===== config.mk =====
export PLATFORM = sky130hd
export DESIGN_NAME = serial_tx
export DESIGN_NICKNAME = d
export VERILOG_FILES = /design/src/rtl/serial_tx.sv
export SDC_FILE = /design/constraint.sdc
export NUM_CORES = 1
export LEC_CHECK = 0
export ABC_AREA = 1
export BUFFER_PORTS_ARGS = -buffer_cell sky130_fd_sc_hd__buf_2
export CAP_MARGIN = 20
export CORE_UTILIZATION = 30
export DETAILED_ROUTE_END_ITERATION = 8
export HOLD_SLACK_MARGIN = 0.06
export PLACE_DENSITY_LB_ADDON = 0.05
export REMOVE_ABC_BUFFERS = 1
export SLEW_MARGIN = 20
export SYNTH_ARGS = -nofsm -noshare
export SYNTH_HDL_FRONTEND = slang
export SYNTH_SLANG_ARGS = --single-unit

===== constraint.sdc =====
create_clock -name clk -period 1.4 [get_ports clk]
set_input_delay 0.21 -clock clk [delete_from_list [all_inputs] [get_ports clk]]
set_output_delay 0.21 -clock clk [all_outputs]
set_load 0.005 [all_outputs]

===== src/rtl/serial_tx.sv =====
`default_nettype none
// ============================================================================
//  Module   : serial_tx
//  Purpose  : Parallel-to-serial frame transmitter. A DATA_W-bit word is
//             accepted on a valid/ready handshake and sent as one start bit
//             (0), the data bits LSB first, an optional even-parity bit and
//             one stop bit (1). Each bit is held for CLKS_PER_BIT cycles.
//  Options  : `define PARITY_EN to insert an even-parity bit between the
//             last data bit and the stop bit.
//  Ports    : clk      - system clock, rising edge
//             rst_n    - asynchronous active-low reset
//             tx_data  - word to send, sampled only on acceptance
//             tx_valid - tx_data is valid
//             tx_ready - block can accept a word (IDLE only)
//             tx       - registered serial line, idles high
//             busy     - a frame is on the line
//             done     - one-cycle pulse in the first IDLE cycle after STOP
//  Revision : 1.0 - initial release
// ============================================================================
module serial_tx #(
  parameter int DATA_W       = 8,
  parameter int CLKS_PER_BIT = 16
) (
  input  logic              clk,
  input  logic              rst_n,
  input  logic [DATA_W-1:0] tx_data,
  input  logic              tx_valid,
  output logic              tx_ready,
  output logic              tx,
  output logic              busy,
  output logic              done
);

  localparam int c_period_w = (CLKS_PER_BIT > 1) ? $clog2(CLKS_PER_BIT) : 1;
  localparam int c_bit_w    = (DATA_W > 1) ? $clog2(DATA_W) : 1;
  localparam logic [c_period_w-1:0] c_period_last = c_period_w'(CLKS_PER_BIT - 1);
  localparam logic [c_bit_w-1:0]    c_bit_last    = c_bit_w'(DATA_W - 1);

  typedef enum logic [2:0] {
    ST_IDLE   = 3'd0,
    ST_START  = 3'd1,
    ST_DATA   = 3'd2,
`ifdef PARITY_EN
    ST_PARITY = 3'd3,
`endif
    ST_STOP   = 3'd4
  } state_t;

  state_t                r_state;
  state_t                w_state_nxt;
  logic [c_period_w-1:0] r_period;
  logic [c_period_w-1:0] w_period_nxt;
  logic [c_bit_w-1:0]    r_bit_cnt;
  logic [c_bit_w-1:0]    w_bit_cnt_nxt;
  logic [DATA_W-1:0]     r_shift;
  logic [DATA_W-1:0]     w_shift_nxt;
  logic [DATA_W-1:0]     w_shift_dn;
  logic                  r_tx;
  logic                  w_tx_nxt;
  logic                  r_done;
  logic                  w_done_nxt;
  logic                  w_period_end;
`ifdef PARITY_EN
  logic                  r_parity;
`endif

  assign w_period_end = (r_period == c_period_last);
  assign w_shift_dn   = r_shift >> 1;

  // tx is registered and loaded with the bit of the state being entered, so
  // the line only ever changes on a bit boundary.
  always_comb begin
    w_state_nxt   = r_state;
    w_period_nxt  = r_period;
    w_bit_cnt_nxt = r_bit_cnt;
    w_shift_nxt   = r_shift;
    w_tx_nxt      = r_tx;
    w_done_nxt    = 1'b0;
    case (r_state)
      ST_IDLE: begin
        w_tx_nxt = 1'b1;
        if (tx_valid) begin
          w_shift_nxt   = tx_data;
          w_period_nxt  = '0;
          w_bit_cnt_nxt = '0;
          w_tx_nxt      = 1'b0;
          w_state_nxt   = ST_START;
        end
      end
      ST_START: begin
        if (w_period_end) begin
          w_period_nxt = '0;
          w_tx_nxt     = r_shift[0];
          w_state_nxt  = ST_DATA;
        end else begin
          w_period_nxt = r_period + c_period_w'(1);
        end
      end
      ST_DATA: begin
        if (w_period_end) begin
          w_period_nxt = '0;
          if (r_bit_cnt == c_bit_last) begin
`ifdef PARITY_EN
            w_tx_nxt    = r_parity;
            w_state_nxt = ST_PARITY;
`else
            w_tx_nxt    = 1'b1;
            w_state_nxt = ST_STOP;
`endif
          end else begin
            w_shift_nxt   = w_shift_dn;
            w_bit_cnt_nxt = r_bit_cnt + c_bit_w'(1);
            w_tx_nxt      = w_shift_dn[0];
          end
        end else begin
          w_period_nxt = r_period + c_period_w'(1);
        end
      end
`ifdef PARITY_EN
      ST_PARITY: begin
        if (w_period_end) begin
          w_period_nxt = '0;
          w_tx_nxt     = 1'b1;
          w_state_nxt  = ST_STOP;
        end else begin
          w_period_nxt = r_period + c_period_w'(1);
        end
      end
`endif
      ST_STOP: begin
        if (w_period_end) begin
          w_period_nxt = '0;
          w_tx_nxt     = 1'b1;
          w_done_nxt   = 1'b1;
          w_state_nxt  = ST_IDLE;
        end else begin
          w_period_nxt = r_period + c_period_w'(1);
        end
      end
      default: begin
        w_period_nxt  = '0;
        w_bit_cnt_nxt = '0;
        w_tx_nxt      = 1'b1;
        w_state_nxt   = ST_IDLE;
      end
    endcase
  end

  always_ff @(posedge clk or negedge rst_n) begin
    if (!rst_n) begin
      r_state   <= ST_IDLE;
      r_period  <= '0;
      r_bit_cnt <= '0;
      r_shift   <= '0;
      r_tx      <= 1'b1;
      r_done    <= 1'b0;
    end else begin
      r_state   <= w_state_nxt;
      r_period  <= w_period_nxt;
      r_bit_cnt <= w_bit_cnt_nxt;
      r_shift   <= w_shift_nxt;
      r_tx      <= w_tx_nxt;
      r_done    <= w_done_nxt;
    end
  end

`ifdef PARITY_EN
  // The shift register is consumed while sending, so parity of the accepted
  // word is captured once at acceptance.
  always_ff @(posedge clk or negedge rst_n) begin
    if (!rst_n) begin
      r_parity <= 1'b0;
    end else if (r_state == ST_IDLE && tx_valid) begin
      r_parity <= ^tx_data;
    end
  end
`endif

  assign tx       = r_tx;
  assign tx_ready = (r_state == ST_IDLE);
  assign busy     = (r_state != ST_IDLE);
  assign done     = r_done;

endmodule
`default_nettype wire


### After elaboration in Yosys (flattened, before gate mapping)

Index checks and enable logic that the tools add are counted.

* register bits: 20
* input bits: 11

* add/subtract/negate cells: 2
* equality and inequality tests: 11
* mux-type cells: 25
* bitwise operators: 1
* reductions and logical operators: 9

Operators by type and width (number)
* two-way mux 3 bit: 8
* two-way mux 8 bit: 3
* case mux 8 bit (2 select lines): 1
* != test 2 bit, second input constant: 6
* case mux 3 bit (4 select lines): 1
* case mux 3 bit (3 select lines): 1
* two-way mux 4 bit: 2
* case mux 4 bit (2 select lines): 1
* AND reduction 4 bit: 2
* two-way mux 1 bit: 7
* == test 3 bit, second input constant: 2
* AND reduction 5 bit: 1
* adder 4 x 1 -> 4 bit, second input constant: 1
* == test 4 bit, second input constant: 1
* case mux 1 bit (4 select lines): 1
* adder 3 x 1 -> 3 bit, second input constant: 1
* == test 3 x 1 -> 1 bit, second input constant: 1
* == test 3 x 2 -> 1 bit, second input constant: 1
* zero test 3 bit: 1
* AND reduction 3 bit: 1
* nonzero test 3 bit: 1
* OR reduction 3 bit: 1
* nonzero test 2 bit: 1
* OR reduction 2 bit: 1
* NOT 1 bit: 1

### Depth between registers and ports, before layout

* depth in word-level cells: 4
* depth in mapped cells: 8
* mapped depth without buffers: 8

### Worst setup path after synthesis

No wires, ideal clock.

* path type: reg2reg
* start: register r_bit_cnt[0]
* end: register r_shift[0]
* arrival time: 1256 ps
* data required time: 1284 ps
* path slack: 28 ps
* stages on the path, launching flop included: 9
* buffers on the path: 0
* clock period less this slack: 1372 ps
* path through: dfrtp_1 -> ha_1 -> ha_1 -> inv_1 -> nor2_2 -> nor2_4 -> nand2_4 -> nand2_1 -> nand2_1

* longest elaborated chain between the ends: 3

RTL lines
* start, declared: line 53 `logic [c_bit_w-1:0] r_bit_cnt;`
* start signal, assigned: line 160 `r_bit_cnt <= w_bit_cnt_nxt;`
* == test 3 bit: line 102 `if (r_bit_cnt == c_bit_last) begin`
* != test 2 bit (no line)
* AND reduction 4 bit (no line)
* end signal, assigned: line 161 `r_shift <= w_shift_nxt;`
* end, declared: line 55 `logic [DATA_W-1:0] r_shift;`

No other way between the ends.
A chain may end at the register's enable or synchronous reset.

### Worst setup path in the final report

* start: register r_bit_cnt[0]
* end: register r_shift[1]

The elaborated chain is that of the path after synthesis.

==> flow_summary.json <==
{
  "holdPathStages": 3,
  "synthCells": 142,
  "setup_viol": 0,
  "max_stage_delay_ns": 0.39,
  "drc": 0,
  "drt_iter0_markers": 38,
  "period_minus_slack_ns": 1.358,
  "slew_violations": 0,
  "reg2reg_slack_ns": 0.04,
  "worst_hold_path_type": "input port to flip-flop",
  "cts_htree_levels": 1,
  "worstReg2RegStart": "r_bit_cnt[0]",
  "yosys_register_bits": 20,
  "wirelength_microns": 2693,
  "skew_ns": 0.004643,
  "hpwl_microns": 2029,
  "antenna_found_initial": 0,
  "placed_cells": 221,
  "ys_seq_area_share_pct": 45.21,
  "drt_first_pass_iters": 4,
  "synth-simple-area-share_pct": 42.50,
  "maxSlewHeadroom_pct": 68.99,
  "grt_pass1_wl_microns": 4602,
  "layout-drive-gt1-share_pct": 39.67,
  "std_cell_rows": 21,
  "synthMuxAreaShare_pct": 0.9019,
  "post-route-util_pct": 44.60,
  "synthXorXnorAreaFrac_pct": 0.7892,
  "final_cells": 230,
  "cp_cell_sequence": "ha_2 -> ha_2 -> inv_2 -> nor2_4 -> nor2_4 -> nand2_4 -> nand2_1 -> nand2_1",
  "die_area_sq_um": 3946,
  "synth.area.top_cells": "dfrtp_1 43%, nand2_1 21%, nand3_1 6.3%",
  "rsz0062_at_grt": "true",
  "clk_latency_ns": 0.26,
  "syn_area_sq_um": 1110,
  "max-vdd-ir-drop_mv": 0.6241,
  "clk_pin_slew_worst_paths_ns": 0.08,
  "grt_max_degree": 21,
  "reg2reg_to": "r_shift[1]",
  "nets": 199,
  "synthFlopType": "dfrtp_1",
  "worstPathRequired_ns": 1.55,
  "synth_compound_area_share_pct": 2.818,
  "coreArea_sq_um": 3442,
  "synth_edf_count": 0,
  "fp.dieW_microns": 62.82,
  "hold_start": "tx_valid",
  "io_pins": 15,
  "n_antenna_cell": 0,
  "start_kind": "flip-flop",
  "hold_viol": 0,
  "die_h_microns": 62.82,
  "vias": 1057,
  "end_kind": "flip-flop",
  "yosysTopAreaCell": "dfrtp_1",
  "holdPathEnd": "r_state[0]",
  "yosys.area.top_type_share_pct": 42.84,
  "cts_tree": "yes",
  "final.period_utilization_pct": 97.03,
  "async_flop_share_pct": 100.0,
  "clkSinkCount": 20,
  "use_met2_pct": 25.27,
  "p_per_area_nw_per_um2": 1984,
  "port_buffers": 14,
  "gr-max-usage-layer": "met2",
  "ys_types": 22,
  "r2r_cells": 8,
  "leakagePower_uw": 0.0008156,
  "drt-wirelength-per-cell_microns": 11.71,
  "fmax_mhz": 736.2,
  "grt_pass1_vias": 1022,
  "cts_made_buffers": 3,
  "tightestPinTransition_ns": 0.4651,
  "slowest_stage": "dfrtp_1",
  "place_congestion": 0.7702,
  "use_met3_pct": 2.737,
  "yosysMostFrequentCell": "nand2_1",
  "area_delta_synth_final_pct": 38.33,
  "met1_usage_pct": 19.66,
  "path_class": "flip-flop to flip-flop",
  "status": "finished clean",
  "worst_hold_slack_ns": 0.2308,
  "grt_overflow": 0,
  "worstPathMaxFanout": 8,
  "cap_violations": 0,
  "arrival_ns": 1.51,
  "clk_path_buf_depth": 2,
  "vias_per_cell": 4.596,
  "track_usage_pct": 15.32,
  "synth_warnings": 0,
  "syn_area_per_cell_sq_um": 7.816,
  "root_buffer": "clkbuf_8",
  "synth_top_family_by_area": "simple AND/OR/NAND/NOR gates",
  "yosys-top-cells-count": "63 x nand2_1, 19 x dfrtp_1, 14 x nand3_1, 8 x inv_1",
  "synthAdderAreaFrac_pct": 3.382,
  "ant_nets": 0,
  "start_util_pct": 32.24,
  "p_total_uw": 3046
}
-- power breakdown --
part / internal [uW] / total (uW) / switching (uW)
clock: 203 / 398 / 196
sequential: 797 / 936 / 140
combinational: 777 / 1710 / 934
-- cells by family (layout without fill, tap and decap cells) --
kind of cell | count (synthesis) | after routing
compound gates | 6 | 6
xor+xnor | 1 | 1
fa+ha+maj | 3 | 3
buf+inv | 10 | 52
flops | 20 | 20
mux | 1 | 1
simple gates | 101 | 101
-- repair_timing --
action                     CTS  global route
hold buffers                 1             0
hold endpoints to repair    19             0
buffers inserted             4             1
setup endpoints to repair   13            17
pin swaps                   10             8
gates resized for setup     11            13
-- layout make-up --
cell class	count	area, sq um
clock buffers	4	45.04
well taps	46	57.56
multi-input cells	112	609.3
inverters	8	30.03
fillers	364	1907
repair buffers	40	291.5
flip-flops and latches	20	501.7
-- routing by layer --
layer,share of wire [%],up-vias,wire length (microns)
met4,1.4,0,37
met5,0,-,0
met2,50,10,1338
li1,-,541,-
met1,47,502,1256
met3,2.2,4,60
-- worst max-delay path: cells and delay by family, from the launching register on --
kind / cells / cell delay, ns
DFF: 1 / 0.39
and+or+nand+nor: 5 / 0.44
buffers and inverters: 1 / 0.08
adders and majority gates: 2 / 0.35
-- state kept, by name (all words and copies together), names as in the netlist --
name	count
r_shift	8
r_period	4
r_bit_cnt	3
r_state	3
done	1
tx	1
-- metrics by stage --
stage / instance area, sq um / setup slack [ns] / setup TNS [ns]
floorplan: 1091 / 0.01268 / 0
global placement: 1389 / -0.02115 / -0.03952
detailed placement: 1389 / -0.02318 / -0.1438
CTS: 1494 / 0.0001485 / 0
global route: 1535 / -0.06405 / -0.8190
finish: 1535 / 0.04161 / 0
-- worst max path at each step --
stage / slack [ns] / to / start / cells past startpoint
floorplan: 0.01 / r_shift[0] / r_bit_cnt[0] / 8
global placement: -0.02 / r_shift[0] / r_bit_cnt[0] / 8
detailed placement: -0.02 / r_bit_cnt[1] / r_bit_cnt[0] / 8
CTS: 0.0001 / r_shift[5] / r_bit_cnt[0] / 8
global route: -0.06 / r_bit_cnt[2] / r_period[0] / 8
finish: 0.04 / r_shift[1] / r_bit_cnt[0] / 8
-- placed cells by master, fill, tap and decap left out --
master,count
o21ai_1,1
buf_6,3
mux2i_1,1
nand3b_1,3
o21ai_0,1
nand3_2,3
nand2_1,56
clkbuf_1,1
dfstp_2,1
xor2_1,1
clkbuf_8,3
nand3_1,12
nand3b_2,1
nor2_2,5
nand4_1,4
dfrtp_1,19
buf_4,21
inv_1,4
o22ai_1,1
buf_12,1
dlygate4sd3_1,1
nor2_4,4
buf_2,14
inv_2,4
a21oi_1,3
nand2_4,1
nor2_1,3
nand2_2,9
ha_2,3
Note: power is estimated with default switching activity, not from simulation.
